[config.mk]
export PLATFORM = sky130hd
export DESIGN_NAME = frame_load_controller
export DESIGN_NICKNAME = d
export VERILOG_FILES = /design/src/rtl/frame_load_controller.sv
export SDC_FILE = /design/constraint.sdc
export NUM_CORES = 1
export LEC_CHECK = 0
export ABC_AREA = 1
export CELL_PAD_IN_SITES_DETAIL_PLACEMENT = 1
export CELL_PAD_IN_SITES_GLOBAL_PLACEMENT = 2
export CORE_UTILIZATION = 38
export CTS_CLUSTER_DIAMETER = 50
export DETAILED_ROUTE_END_ITERATION = 6
export DONT_BUFFER_PORTS = 1
export PLACE_DENSITY_LB_ADDON = 0.25
export SLEW_MARGIN = 0
export SYNTH_ARGS = -nofsm -noshare
export SYNTH_HDL_FRONTEND = slang
export SYNTH_SLANG_ARGS = --single-unit
[constraint.sdc]
create_clock -name clk -period 2.4 [get_ports clk]
set_input_delay 0.12 -clock clk [delete_from_list [all_inputs] [get_ports clk]]
set_output_delay 0.12 -clock clk [all_outputs]
set_load 0.1 [all_outputs]
[src/rtl/frame_load_controller.sv]
// frame_load_controller
// Decodes MCU command bytes, streams LOAD payload into the pixel frame buffer
// with an auto-incrementing address, and sequences the edge-detection core.
module frame_load_controller #(
    parameter int IMG_WIDTH  = 64,
    parameter int IMG_HEIGHT = 64,
    parameter int PIXEL_BITS = 8,
    parameter int ADDR_BITS  = 12
) (
    input  logic                  clk,
    input  logic                  nRst,
    input  logic                  rxValid,
    input  logic [PIXEL_BITS-1:0] rxData,
    input  logic                  csActive,
    output logic                  bufWe,
    output logic [ADDR_BITS-1:0]  bufAddr,
    output logic [PIXEL_BITS-1:0] bufData,
    output logic                  accelStart,
    input  logic                  accelDone,
    output logic                  frameLoaded,
    output logic                  ctrlBusy,
    output logic                  loadError
);

    localparam int FRAME_PIXELS = IMG_WIDTH * IMG_HEIGHT;
    localparam logic [ADDR_BITS-1:0]  LAST_PIX    = ADDR_BITS'(FRAME_PIXELS - 1);
    localparam logic [ADDR_BITS-1:0]  ADDR_ONE    = ADDR_BITS'(1);
    localparam logic [PIXEL_BITS-1:0] CMD_LOAD    = PIXEL_BITS'(8'h01);
    localparam logic [PIXEL_BITS-1:0] CMD_START   = PIXEL_BITS'(8'h02);
    localparam logic [PIXEL_BITS-1:0] CMD_CLR_ERR = PIXEL_BITS'(8'h03);

    typedef enum logic [1:0] {
        IDLE = 2'd0,
        LOAD = 2'd1,
        RUN  = 2'd2
    } state_t;

    state_t                  state_q, state_d;
    logic [ADDR_BITS-1:0]    cnt_q, cnt_d;
    logic                    buf_we_q, buf_we_d;
    logic [ADDR_BITS-1:0]    buf_addr_q, buf_addr_d;
    logic [PIXEL_BITS-1:0]   buf_data_q, buf_data_d;
    logic                    accel_start_q, accel_start_d;
    logic                    frame_loaded_q, frame_loaded_d;
    logic                    load_error_q, load_error_d;

    // A write at the last pixel finishes the frame, even if chip select drops in the same cycle.
    logic last_write;
    assign last_write = rxValid && (cnt_q == LAST_PIX);

    // State register
    always_ff @(posedge clk or negedge nRst) begin
        if (!nRst) begin
            state_q <= IDLE;
        end else begin
            state_q <= state_d;
        end
    end

    // Next-state decode: commands in IDLE, completion/abort in LOAD, done in RUN
    always_comb begin
        state_d = state_q;
        case (state_q)
            IDLE: begin
                if (rxValid) begin
                    if (rxData == CMD_LOAD) begin
                        state_d = LOAD;
                    end else if (rxData == CMD_START && frame_loaded_q) begin
                        state_d = RUN;
                    end
                end
            end
            LOAD: begin
                if (last_write || !csActive) begin
                    state_d = IDLE;
                end
            end
            RUN: begin
                if (accelDone) begin
                    state_d = IDLE;
                end
            end
            default: state_d = IDLE;
        endcase
    end

    // Output and datapath decode; RUN deliberately ignores every received byte
    always_comb begin
        buf_we_d       = 1'b0;
        buf_addr_d     = buf_addr_q;
        buf_data_d     = buf_data_q;
        accel_start_d  = 1'b0;
        cnt_d          = cnt_q;
        frame_loaded_d = frame_loaded_q;
        load_error_d   = load_error_q;
        ctrlBusy       = (state_q != IDLE);
        case (state_q)
            IDLE: begin
                if (rxValid) begin
                    if (rxData == CMD_LOAD) begin
                        frame_loaded_d = 1'b0;
                        cnt_d          = '0;
                    end else if (rxData == CMD_START) begin
                        if (frame_loaded_q) begin
                            accel_start_d = 1'b1;
                        end else begin
                            load_error_d = 1'b1;
                        end
                    end else if (rxData == CMD_CLR_ERR) begin
                        load_error_d = 1'b0;
                    end else begin
                        load_error_d = 1'b1;
                    end
                end
            end
            LOAD: begin
                if (rxValid) begin
                    buf_we_d   = 1'b1;
                    buf_addr_d = cnt_q;
                    buf_data_d = rxData;
                end
                if (last_write) begin
                    // Counter holds at the last pixel rather than wrapping.
                    frame_loaded_d = 1'b1;
                end else begin
                    if (rxValid) begin
                        cnt_d = cnt_q + ADDR_ONE;
                    end
                    if (!csActive) begin
                        load_error_d = 1'b1;
                    end
                end
            end
            default: ;
        endcase
    end

    // Datapath and status registers; everything clears on reset so no partial load survives
    always_ff @(posedge clk or negedge nRst) begin
        if (!nRst) begin
            cnt_q          <= '0;
            buf_we_q       <= 1'b0;
            buf_addr_q     <= '0;
            buf_data_q     <= '0;
            accel_start_q  <= 1'b0;
            frame_loaded_q <= 1'b0;
            load_error_q   <= 1'b0;
        end else begin
            cnt_q          <= cnt_d;
            buf_we_q       <= buf_we_d;
            buf_addr_q     <= buf_addr_d;
            buf_data_q     <= buf_data_d;
            accel_start_q  <= accel_start_d;
            frame_loaded_q <= frame_loaded_d;
            load_error_q   <= load_error_d;
        end
    end

    assign bufWe       = buf_we_q;
    assign bufAddr     = buf_addr_q;
    assign bufData     = buf_data_q;
    assign accelStart  = accel_start_q;
    assign frameLoaded = frame_loaded_q;
    assign loadError   = load_error_q;

endmodule

==> results of run 1 <==
registers in the layout (all words and copies together), names as in the netlist:
name,flops
cnt_q,12
frameLoaded,1
state_q,2
bufAddr,12
bufWe,1
loadError,1
bufData,8
accelStart,1
routing by layer:
metal	track usage (%)	share of wire (%)	vias up
met2	30.7	43	35
met5	0	0	-
met3	5.08	5.3	6
met1	27.4	51	789
met4	5.77	1.3	0
li1	-	-	845
logic make-up after synthesis:
group | synth area share [%]
AOI/OAI and AO/OA | 10.7
DFF | 49.1
buffers and inverters | 7.30
adders and majority gates | 0.645
and+or+nand+nor | 32.3
power by group:
part	switching, mW	internal, mW
logic	0.754	0.230
registers	0.131	0.782
clock network	0.243	0.231
total	1.13	1.24
through the flow:
stage	util, %	worst slack (ns)
after detailed placement	44.9	0.745
final	48.9	0.737
after floorplan	-	0.712
after CTS	48.9	0.724
after global routing	48.9	0.555
after global placement	44.9	0.823
repair_timing:
action	CTS	global route
endpoints found under the setup margin	0	0
hold buffers	9	0
setup buffers	0	0
hold endpoints to repair	45	0
cells in the mapped netlist (all sizes together):
master,n,area [sq um]
dfrtp,38,951
nand2,83,319
nor2,20,97.6
or2,1,6.26
nor3,1,5.00
nand3b,1,7.51
o211ai,1,7.51
a21oi,1,5.00
nand3,24,133
o21ai,32,194
inv,27,101
buf,4,32.5
nand4,7,58.8
ha,1,12.5
clkbuf,2,7.51
how the worst max path moves through the flow:
stage               start         end  slack, ns  depth (start not counted)
6_report         cnt_q[0]    cnt_q[8]       0.74                          7
5_1_grt          cnt_q[0]   cnt_q[11]       0.56                          6
4_1_cts          cnt_q[0]    cnt_q[8]       0.72                          7
3_5_place_dp     cnt_q[0]   cnt_q[11]       0.74                          6
3_3_place_gp     cnt_q[0]    cnt_q[9]       0.82                          6
2_1_floorplan  state_q[0]  state_q[0]       0.71                          6
worst max-delay path: stages, from the launching register on:
cell     delay (ns)
dfrtp_1        0.40
ha_1           0.18
nand2_1        0.12
nor2_4         0.23
nand4_4        0.17
nand3_4        0.27
nand2_1        0.13
o21ai_2        0.08
final cells by class:
cell class	count	share of cell area, %
Multi-Input combinational cell	172	35.9
Tap cell	67	3.56
Inverter	27	4.30
Clock buffer	6	3.50
Sequential cell	38	40.3
Timing Repair Buffer	33	11.9
Clock inverter	2	0.531
==> metrics, run 1 <==
status completed; die width 73.4 um; WL/cell 14.0 um; ANT nets after route 0; Overall Power 2.37 mW; Worst Path Required 2.62 ns; clock sink count 38; syn nets 257; Multi-input gate area 846 sq um; cts bufs inserted 5; mean post-synth cell area 7.98 sq um; final slew viol count 0; Reg area 951 sq um; Seq/Total Area, Yosys 49.1%; RR Startpoint cnt_q[0]; initial core utilization 40.2%; Synth Instances 243; Mapped Area 0.00194 sq mm; Fin Hold WS 0.0132 ns; crit-path max FO 24; Synth-to-Final Area Change 21.6%; Post-CTS Resized 0; worst r2r path cells 7; Pwr Density 1010 mW/mm^2; drt via density 4.86; gpl congestion 0.775; post-route setup TNS 0 ns; GRT Overall Usage 19.8%; hold path depth 2; RSZ-0062 raised after global routing no; drt drc 0; Ys Warns 0; period utilization 69.3%; final hold violation count 0; r2r setup slk 0.74 ns; Tightest Pin Transition 0.870 ns; Cell Count Post-Placement 328; drt initial violations 78; fin nets 291; Die H 73.4 um; clock-pin slew on the worst setup and hold paths 0.08 ns; GRT Residual Overflow 0; Cell Area, Placed 0.00216 sq mm; final setup fails 0; Hold EP bufData[1]; vias in the first global route 1681; non-filler cells, final 345; most frequent cells in the layout 82 x nand2_1, 38 x dfrtp_1, 25 x inv_1; Tmin final 1.66 ns; share of layout cells above drive strength 1 18.3%; clock tree buffer depth 2; first-pass GRT wire length 8.05 mm; number of port buffers 0; # rows 25; kind of critical path reg -> reg; Skew-Pair Late Insertion Delay 0.29 ns; worst vdd ir 0.399 mV; via count 1675; kind of start point of the critical path flop; CTS tree built; initial antenna violation count 0; HP Class in -> reg; synth unique cells 23; core area 0.00482 sq mm; hold path start rxData[1]; Filler Cell Count 627; Worst Skew 0.00421 ns; worst rel slew slack 42.0%; Max Cap Viol 0; Leak 1.15 nW; Yosys reg bits 38; Diodes inserted 0; routed wire length 4.84 mm; DR pass1 iterations 4; root buffer cell clkbuf_8; DIE AREA 0.00539 sq mm; H-tree levels 2; Final Cell Area 0.00236 sq mm; max frequency 0.601 GHz; Worst setup EP type flop; most common cell after layout, fill and taps aside nand2_1; Crit path arrival time 1.88 ns; RR Endpoint cnt_q[8]; largest net degree at the start of global routing 39; placed wire-length estimate 3.35 mm; IO Pins 38
No activity file was read; power rests on OpenSTA's default activity.
==> inputs of run 2 (changes only) <==
--- a/config.mk
+++ b/config.mk
@@ -8,7 +8,7 @@
 export ABC_AREA = 1
 export CELL_PAD_IN_SITES_DETAIL_PLACEMENT = 1
 export CELL_PAD_IN_SITES_GLOBAL_PLACEMENT = 2
-export CORE_UTILIZATION = 38
+export CORE_UTILIZATION = 32
 export CTS_CLUSTER_DIAMETER = 50
 export DETAILED_ROUTE_END_ITERATION = 6
 export DONT_BUFFER_PORTS = 1
==> constraint.sdc (replaced) <==
create_clock -name clk -period 1.4 [get_ports clk]
set_input_delay 0.07 -clock clk [delete_from_list [all_inputs] [get_ports clk]]
set_output_delay 0.07 -clock clk [all_outputs]
set_load 0.1 [all_outputs]
==> run 2 against run 1 <==
Net effect:
- the run now ends with negative hold slack, negative setup slack left
- sequential power increased by 70%
- non-clock buffer count increased by 32
- combinational power increased by 120%
- sequential share of layout area decreased by 6.1 points
- first-iteration DRC count decreased by 46%
- critical endpoint is now cnt_q[6]
- largest power group unchanged
- highest routed layer unchanged
==> metrics, run 2 (synthesis gave the netlist of run 1 again) <==
Met3 Wirelength 241 um (-5.9%); placed wire-length estimate 3.77 mm (+12%); clock-pin slew on the worst setup and hold paths 0.08 ns (about the same); core area 0.00568 sq mm (+18%); Cell Count Post-Placement 357 (+8.8%); Worst setup EP type flop; violated checks negative hold slack, negative setup slack; kind of critical path reg -> reg; drt via density 4.79 (-1.4%); clock share of power 23.3% (+3.3 points); initial core utilization 34.1% (-6.1 points); Power Internal 2.77 mW (+120%); crit-path max FO 6 (-75%); sequential power share 31.7% (-6.8 points); Critical-path top delay cell dfrtp_1; clock sink count 38 (unchanged); root buffer cell clkbuf_8; initial antenna violation count 0 (unchanged); non-filler cells, final 382 (+11%); GRT Overall Usage 18.8% (-0.99 points); M1 wire length 2.68 mm (+9.0%); Tightest Pin Transition 0.300 ns (-0.571 ns); gpl congestion 0.780 (+0.57%); first-pass GRT wire length 9.16 mm (+14%); Leak 1.37 nW (+19%); final slew viol count 0 (unchanged); Synth-to-Final Area Change 43.9%; max frequency 0.692 GHz (+15%); clock tree buffer depth 2 (unchanged); DR pass1 iterations 4 (unchanged); H-tree levels 2 (unchanged); Net Sw Frac 43.2% (-4.4 points); CTS tree built; share of layout cells above drive strength 1 31.6% (+13 points); CP cell instances ha_4, nand2_4, nor2_4, buf_6, buf_4, nand3_1, nand3_1, o21ai_2; period utilization 103% (+34 points); WL/cell 14.7 um (+4.9%); GRT Residual Overflow 0 (unchanged); IO Pins 38 (unchanged); WL met2 2.61 mm (+26%); top sig layer met4; HP Class in -> reg; # rows 27 (+8.0%); via count 1828 (+9.1%); Fin Hold WS -0.00649 ns (-0.0197 ns); final hold violation count 1 (+1); fin nets 323 (+11%); drt drc 0 (unchanged); fin worst setup slack -0.0456 ns (-0.782 ns); drt initial violations 42 (-46%); Max Cap Viol 0 (unchanged); worst vdd ir 0.603 mV (+51%); RSZ-0062 raised after global routing yes; worst rel slew slack 80.0% (+38 points); Combinational Power Share 44.9% (+3.4 points); vias in the first global route 1897 (+13%); Worst Path Required 1.59 ns (-1.03 ns); largest net degree at the start of global routing 39 (unchanged); die width 79.8 um (+8.7%); number of port buffers 0 (unchanged); kind of start point of the critical path flop; Tmin final 1.45 ns (-0.218 ns); Skew-Pair Late Insertion Delay 0.30 ns (about the same); routed wire length 5.62 mm (+16%); DIE AREA 0.00637 sq mm (+18%); most common cell after layout, fill and taps aside nand2_1; status complete, but fails checks; CP most frequent cell nand3_1; cts bufs inserted 5 (unchanged); Worst Skew 0.00991 ns (+0.00570 ns); Pwr Density 1750 mW/mm^2 (+74%); ANT nets after route 0 (unchanged); Crit path arrival time 1.64 ns (-0.24 ns); Diodes inserted 0 (unchanged); most frequent cells in the layout 75 x nand2_1, 45 x buf_4, 35 x dfrtp_1; final setup fails 13 (+13); Slowest Stage Delay on Critical Path 0.40 ns (about the same); switching power 2.11 mW (+87%); Die H 79.8 um (+8.7%)
run 2: worst max-delay path, delay by kind of cell, from the launching register on:
kind / cells / cell delay [ns]
AND/OR/NAND/NOR: 4 / 0.46
adder cells (fa/ha/maj): 1 / 0.18
buffers and inverters: 2 / 0.24
AO/OA/AOI/OAI: 1 / 0.07
flip-flops: 1 / 0.40
run 2: layout make-up:
class	instances	area [sq um]
timing repair buffer	65	603
clock inverter	3	68.8
sequential	38	955
multi-input combinational	172	898
inverter	27	105
fill	703	2890
tap	72	90.1
clock buffer	5	68.8
run 2: what timing repair did:
| item | 4_1_cts | 5_1_grt |
|---|---|---|
| resized for setup | 7 | 13 |
| endpoints found under the hold margin | 47 | 0 |
| endpoints found under the setup margin | 15 | 18 |
| pin swaps | 0 | 4 |
| setup buffers | 0 | 6 |
| hold buffers | 11 | 0 |
run 2: power by group through the flow:
stage	clock (mW)	combinational, mW	sequential (mW)
finish	1.14	2.19	1.55
global placement	0	2.00	1.53
CTS	1.16	2.13	1.53
floorplan	0	0.756	2.17
detailed placement	0	2.03	1.54
global route	1.20	2.37	1.58
run 2: routing by layer:
layer | vias up | GRT usage [%]
met5 | - | 0
met4 | 0 | 5.36
met3 | 10 | 4.11
met2 | 43 | 31.5
met1 | 864 | 24.3
li1 | 911 | -
run 2: path summary, 6_finish.rpt:
path	start	endpoint	slack [ns]	depth (start not counted)
max in group asynchronous	nRst	frameLoaded	0.95	2
max reg2reg	cnt_q[0]	cnt_q[6]	-0.05	8
min in group asynchronous	nRst	accelStart	0.24	2
max	cnt_q[0]	cnt_q[6]	-0.05	8
min reg2reg	loadError	loadError	0.48	2
min	csActive	state_q[0]	-0.006	4
run 2: through the flow:
stage	total power [mW]	worst slack [ns]	util (%)	area, sq um	TNS (ns)
after CTS	4.82	-0.0266	47.3	2690	-0.0862
after global routing	5.16	-0.164	49.1	2790	-1.86
after floorplan	2.92	-0.179	-	1950	-0.357
final	4.88	-0.0456	49.1	2790	-0.383
after global placement	3.53	0.0281	42.5	2410	0
after detailed placement	3.57	-0.0135	42.5	2410	-0.0160
